===== src/rtl/align_batch_scheduler.sv =====
// Batch sequencer ahead of the MAC aligner: collects up to NUM_PP partial products with a
// running max exponent, replays them back-to-back tagged with the batch max, then waits out the aligner.
module align_batch_scheduler #(
  parameter int unsigned NUM_PP    = 8,
  parameter int unsigned ALIGN_LAT = 1
) (
  input  logic                      i_clk,
  input  logic                      i_rst_n,
  input  logic                      i_valid,
  output logic                      o_ready,
  input  logic [3:0]                i_denorm_pp,
  input  logic [5:0]                i_exp,
  input  logic                      i_last,
  input  logic [4:0]                i_Q_frac,
  output logic                      o_valid,
  output logic [3:0]                o_denorm_pp,
  output logic [5:0]                o_exp,
  output logic [5:0]                o_max_exp,
  output logic [4:0]                o_Q_frac,
  output logic                      o_last,
  output logic                      o_batch_done,
  output logic [$clog2(NUM_PP):0]   o_count
);

  localparam int unsigned AW = $clog2(NUM_PP);
  localparam int unsigned CW = AW + 1;
  localparam int unsigned DW = $clog2(ALIGN_LAT + 1);

  typedef enum logic [1:0] {S_COLLECT, S_ISSUE, S_DRAIN} state_t;

  state_t          r_state, w_state;
  logic [AW-1:0]   r_wptr, w_wptr, r_rptr, w_rptr;
  logic [5:0]      r_max, w_max;
  logic [CW-1:0]   r_count, w_count;
  logic [DW-1:0]   r_drain, w_drain;
  logic [4:0]      r_qfrac, w_qfrac;
  logic            r_ready, w_ready, r_valid, w_valid, r_last, w_last, r_done, w_done;
  logic [3:0]      r_pp, w_pp;
  logic [5:0]      r_exp, w_exp;
  logic [3:0]      r_buf_pp  [NUM_PP];
  logic [5:0]      r_buf_exp [NUM_PP];

  logic            w_accept, w_first, w_finish;
  logic [5:0]      w_max_upd;

  assign w_accept  = (r_state == S_COLLECT) && r_ready && i_valid;
  assign w_first   = (r_wptr == '0);
  assign w_max_upd = (w_first || (i_exp > r_max)) ? i_exp : r_max;

  // Next-state and next-output logic; every output is registered from these values
  always_comb begin
    w_state  = r_state;
    w_wptr   = r_wptr;
    w_rptr   = r_rptr;
    w_max    = r_max;
    w_count  = r_count;
    w_drain  = r_drain;
    w_qfrac  = r_qfrac;
    w_ready  = 1'b0;
    w_valid  = 1'b0;
    w_pp     = '0;
    w_exp    = '0;
    w_last   = 1'b0;
    w_done   = 1'b0;
    w_finish = 1'b0;
    case (r_state)
      S_COLLECT: begin
        w_ready = 1'b1;
        if (w_accept) begin
          w_wptr  = r_wptr + AW'(1);
          w_count = w_first ? CW'(1) : r_count + CW'(1);
          w_max   = w_max_upd;
          if (w_first) w_qfrac = i_Q_frac;
          // Closing entry: launch beat 0 on this same edge (bypass when it is the only entry)
          if (i_last || (r_wptr == AW'(NUM_PP - 1))) begin
            w_state = S_ISSUE;
            w_ready = 1'b0;
            w_valid = 1'b1;
            w_pp    = w_first ? i_denorm_pp : r_buf_pp[0];
            w_exp   = w_first ? i_exp : r_buf_exp[0];
            w_last  = w_first;
            w_rptr  = AW'(1);
          end
        end
      end
      S_ISSUE: begin
        if (r_last) begin
          if (ALIGN_LAT == 1) begin
            w_finish = 1'b1;
          end else begin
            w_state = S_DRAIN;
            w_drain = DW'(ALIGN_LAT - 1);
          end
        end else begin
          w_valid = 1'b1;
          w_pp    = r_buf_pp[r_rptr];
          w_exp   = r_buf_exp[r_rptr];
          w_last  = (CW'(r_rptr) == (r_count - CW'(1)));
          w_rptr  = r_rptr + AW'(1);
        end
      end
      S_DRAIN: begin
        w_drain = r_drain - DW'(1);
        if (w_drain == '0) w_finish = 1'b1;
      end
      default: w_state = S_COLLECT;
    endcase
    // Last beat has cleared the aligner: reopen for the next batch
    if (w_finish) begin
      w_state = S_COLLECT;
      w_done  = 1'b1;
      w_ready = 1'b1;
      w_wptr  = '0;
      w_rptr  = '0;
      w_max   = '0;
    end
  end

  always_ff @(posedge i_clk or negedge i_rst_n) begin
    if (!i_rst_n) begin
      r_state <= S_COLLECT;
      r_wptr  <= '0;
      r_rptr  <= '0;
      r_max   <= '0;
      r_count <= '0;
      r_drain <= '0;
      r_qfrac <= '0;
      r_ready <= 1'b1;
      r_valid <= 1'b0;
      r_pp    <= '0;
      r_exp   <= '0;
      r_last  <= 1'b0;
      r_done  <= 1'b0;
    end else begin
      r_state <= w_state;
      r_wptr  <= w_wptr;
      r_rptr  <= w_rptr;
      r_max   <= w_max;
      r_count <= w_count;
      r_drain <= w_drain;
      r_qfrac <= w_qfrac;
      r_ready <= w_ready;
      r_valid <= w_valid;
      r_pp    <= w_pp;
      r_exp   <= w_exp;
      r_last  <= w_last;
      r_done  <= w_done;
    end
  end

  // Entry storage; contents are only meaningful below the write pointer
  always_ff @(posedge i_clk) begin
    if (w_accept) begin
      r_buf_pp[r_wptr]  <= i_denorm_pp;
      r_buf_exp[r_wptr] <= i_exp;
    end
  end

  assign o_ready      = r_ready;
  assign o_valid      = r_valid;
  assign o_denorm_pp  = r_pp;
  assign o_exp        = r_exp;
  assign o_max_exp    = r_max;
  assign o_Q_frac     = r_qfrac;
  assign o_last       = r_last;
  assign o_batch_done = r_done;
  assign o_count      = r_count;

endmodule


===== config.mk =====
export PLATFORM = sky130hd
export DESIGN_NAME = align_batch_scheduler
export DESIGN_NICKNAME = d
export VERILOG_FILES = /design/src/rtl/align_batch_scheduler.sv
export SDC_FILE = /design/constraint.sdc
export NUM_CORES = 1
export LEC_CHECK = 0
export ABC_AREA = 1
export CAP_MARGIN = 20
export CELL_PAD_IN_SITES_DETAIL_PLACEMENT = 1
export CELL_PAD_IN_SITES_GLOBAL_PLACEMENT = 2
export CORE_MARGIN = 2
export CORE_UTILIZATION = 39
export CTS_BUF_LIST = sky130_fd_sc_hd__clkbuf_8
export DETAILED_ROUTE_END_ITERATION = 8
export PLACE_DENSITY_LB_ADDON = 0.1
export REMOVE_ABC_BUFFERS = 1
export SLEW_MARGIN = 5
export SYNTH_ARGS = -nofsm -noshare
export SYNTH_HDL_FRONTEND = slang
export SYNTH_SLANG_ARGS = --single-unit

===== constraint.sdc =====
create_clock -name i_clk -period 1.9 [get_ports i_clk]
set_input_delay 0.19 -clock i_clk [delete_from_list [all_inputs] [get_ports i_clk]]
set_output_delay 0.19 -clock i_clk [all_outputs]
set_load 0.01 [all_outputs]

==> impl_metrics.yaml <==
cts:
  cts_buffer_depth: 2
  cts_tree: "done"
  clock-sinks: 116
  h-tree-depth: 4
  numCtsBuffers: 17
  insertion_delay_ns: 0.45
  cts-root-buf: "clkbuf_8"
  post_cts_resized: 0
  clk_pin_slew_ns: 0.07
  post_cts_buffers: 0
floorplanning:
  die_x_um: 117.4
  placementRows: 41
  initial_core_util_pct: 39.92
  dieHeight_um: 117.4
  die_area_um2: 13790
  ioPinCount: 48
  design.core.area_um2: 12570
final_layout:
  area_delta_synth_final_pct: 25.84
  diodes: 0
  drive_gt1_share_pct: 14.59
  post-route-util_pct: 50.23
  multiInputGateArea_um2: 1471
  final_nets: 580
  fill_cells: 1379
  design_area_um2: 6314
  seqCellArea_um2: 3304
critical_path:
  cp_slowest_cell: "dfstp_2"
  critical_path.top_delay_family: "flip-flops"
  cp-end-kind: "output port"
  cp-start-kind: "register"
  path_class: "register to output port"
  path_cells: "clkdlybuf4s50_1"
  worstPathArrival_ns: 1.54
  crit_buf_inv: 1
  worstPathRequired_ns: 1.71
  crit_fanout: 2
  max_stage_delay_ns: 0.56
power_and_ir_drop:
  p_sw_mw: 3.623
  p_comb_share_pct: 39.6
  p_int_mw: 6.116
  p_sw_share_pct: 37.20
  p_clk_share_pct: 24.9
  leakage_nw: 2.570
  seqPwrFrac_pct: 35.5
  p_total_mw: 9.739
  power_density_nw_per_um2: 1543
  peakVddDrop_mv: 0.7104
drt:
  wire_per_inst_um: 18.54
  vias: 3671
  routed_wirelength_um: 13610
  drt_iter0_drc: 216
  drc: 0
  dr.pass1.iters: 5
  viasPerCell: 5.001
  final_antenna_net_count: 0
logic_synthesis:
  avgSynthCellArea_um2: 10.79
  async_flop_share_pct: 31.03
  yosysTopAreaCellShare_pct: 47.88
  ys.warnings.count: 0
  synth_area_leaders: "edfxtp_1 (48%), dfrtp_1 (17%), nand2_1 (6.4%), nor2_1 (5.5%), o21ai_0 (4.7%)"
  ys_types: 27
  ys.flop_type: "edfxtp_1"
  synth_edf_count: 80
  ys_seq_elements: 116
  synthCells: 465
  synth_area_leader_cell: "edfxtp_1"
  syn_area_um2: 5017
  yosysSeqAreaShare_pct: 65.86
sta:
  rsz0062_at_grt: "no"
  max_freq_ghz: 0.5769
  setup_viol: 0
  fin_skew_ns: 0.009613
  hold_violations: 0
  worstMarginPinSlew_ns: 0.5229
  slew_headroom_pct: 65.14
  drv_slew: 0
  timing.final.crit_period_ns: 1.733
  period_share_pct: 91.23
global_routing:
  grt_max_degree: 46
  grt_pass1_vias: 3927
  globalRouteOverflowTotal: 0
  grt_util_all_layers_pct: 21.35
  grt_pass1_wl_um: 22020
  antenna_found_initial: 0
place:
  dp_hpwl_um: 8801
  placed_area_um2: 5883
  io_buffers: 47
  place_congestion: 0.7626
flow_run:
  cap_violations: 0
hold_path:
  hold_class: "input port to register"
run_status:
  outcome: "completed"
[registers in the layout (all words and copies together) (netlist names)]
signal / count
o_valid: 1
o_ready: 1
r_rptr: 3
o_exp: 6
o_denorm_pp: 4
r_buf_pp: 32
o_max_exp: 6
r_state: 1
o_batch_done: 1
r_wptr: 3
r_buf_exp: 48
o_count: 4
o_Q_frac: 5
o_last: 1
[final timing paths]
path                                   from  cells past startpoint  slack (ns)            to
worst max-delay path                o_ready                      1        0.17       o_ready
max in group asynchronous           i_rst_n                      3        1.17       o_ready
worst min register to register  o_Q_frac[1]                      2        0.49   o_Q_frac[1]
worst max register to register    r_wptr[1]                      9        0.23  o_max_exp[4]
worst min-delay path            i_Q_frac[0]                      3        0.28   o_Q_frac[0]
min in group asynchronous           i_rst_n                      3        0.36   o_Q_frac[1]
[synth_stat cells (2+ instances only)]
cell and instances:
a21oi_1 6, buf_2 10, clkbuf_1 3, clkbuf_2 3
dfrtp_1 35, edfxtp_1 80, ha_1 12, inv_1 32
inv_2 5, nand2_1 85, nand2_2 2, nand3_1 24
nor2_1 74, o211ai_1 17, o211ai_2 3, o21ai_0 47
o21ai_1 15, xnor2_1 2, xor2_1 2
[through the flow]
| step | setup TNS (ns) | setup slack [ns] | hold WS [ns] | std cells |
|---|---|---|---|---|
| final | 0 | 0.1667 | 0.2819 | 734 |
| after global routing | 0 | 0.07883 | 0.2691 | 734 |
| after CTS | 0 | 0.1353 | 0.2567 | 734 |
| after detailed placement | -0.2314 | -0.04493 | 0.2940 | 701 |
| after global placement | -0.1705 | -0.03152 | 0.2936 | 701 |
| after floorplan | 0 | 0.05368 | -0.1056 | 447 |
[power by group through the flow]
stage                     Clock, mW  Combinational, mW  Sequential (mW)
after global routing           2.58               4.33             3.52
final                          2.42               3.86             3.46
after global placement            0               3.83             3.50
after detailed placement          0               3.89             3.51
after floorplan                   0               1.83             3.74
after CTS                      2.47               3.92             3.47
[final cells by class]
cell class                      count  area share (%)
Clock buffer                       21           4.578
Clock inverter                     11           2.081
Inverter                           37           2.200
Multi-Input combinational cell    294           23.31
Sequential cell                   116           52.34
Tap cell                          172           3.409
Timing Repair Buffer               83           12.09
[layout by cell type, fill, tap and decap left out, types with 17 or more instances in the layout]
master	netlist	final
o21ai_0	47	47
edfxtp_1	80	80
buf_4	0	33
nand2_1	85	85
nor2_1	74	74
clkbuf_8	0	21
clkdlybuf4s50_1	0	46
inv_1	32	33
o211ai_1	17	17
nand3_1	24	24
dfrtp_1	35	35
[layer usage]
metal  up-vias  part of all wire (%)  track usage [%]
li1       1752                     -                -
met1      1829                    47            28.55
met2        75                    49            34.61
met3        15                   3.2            4.475
met4         0                   1.2            7.455
met5         -                     0                0
[kinds of logic after synthesis]
family / count (synthesis) / share of synthesized area [%]
and+or+nand+nor: 190 / 15.56
DFF: 116 / 65.86
AOI/OAI and AO/OA: 88 / 10.07
buffers and inverters: 55 / 4.813
adders and majority gates: 12 / 2.992
xor gates and xnor gates: 4 / 0.6984
[timing repair]
action                     in CTS  in global routing
hold endpoints to repair       35                  0
setup endpoints to repair       0                  0
hold buffers                    1                  0
No activity file was read; power rests on OpenSTA's default activity.
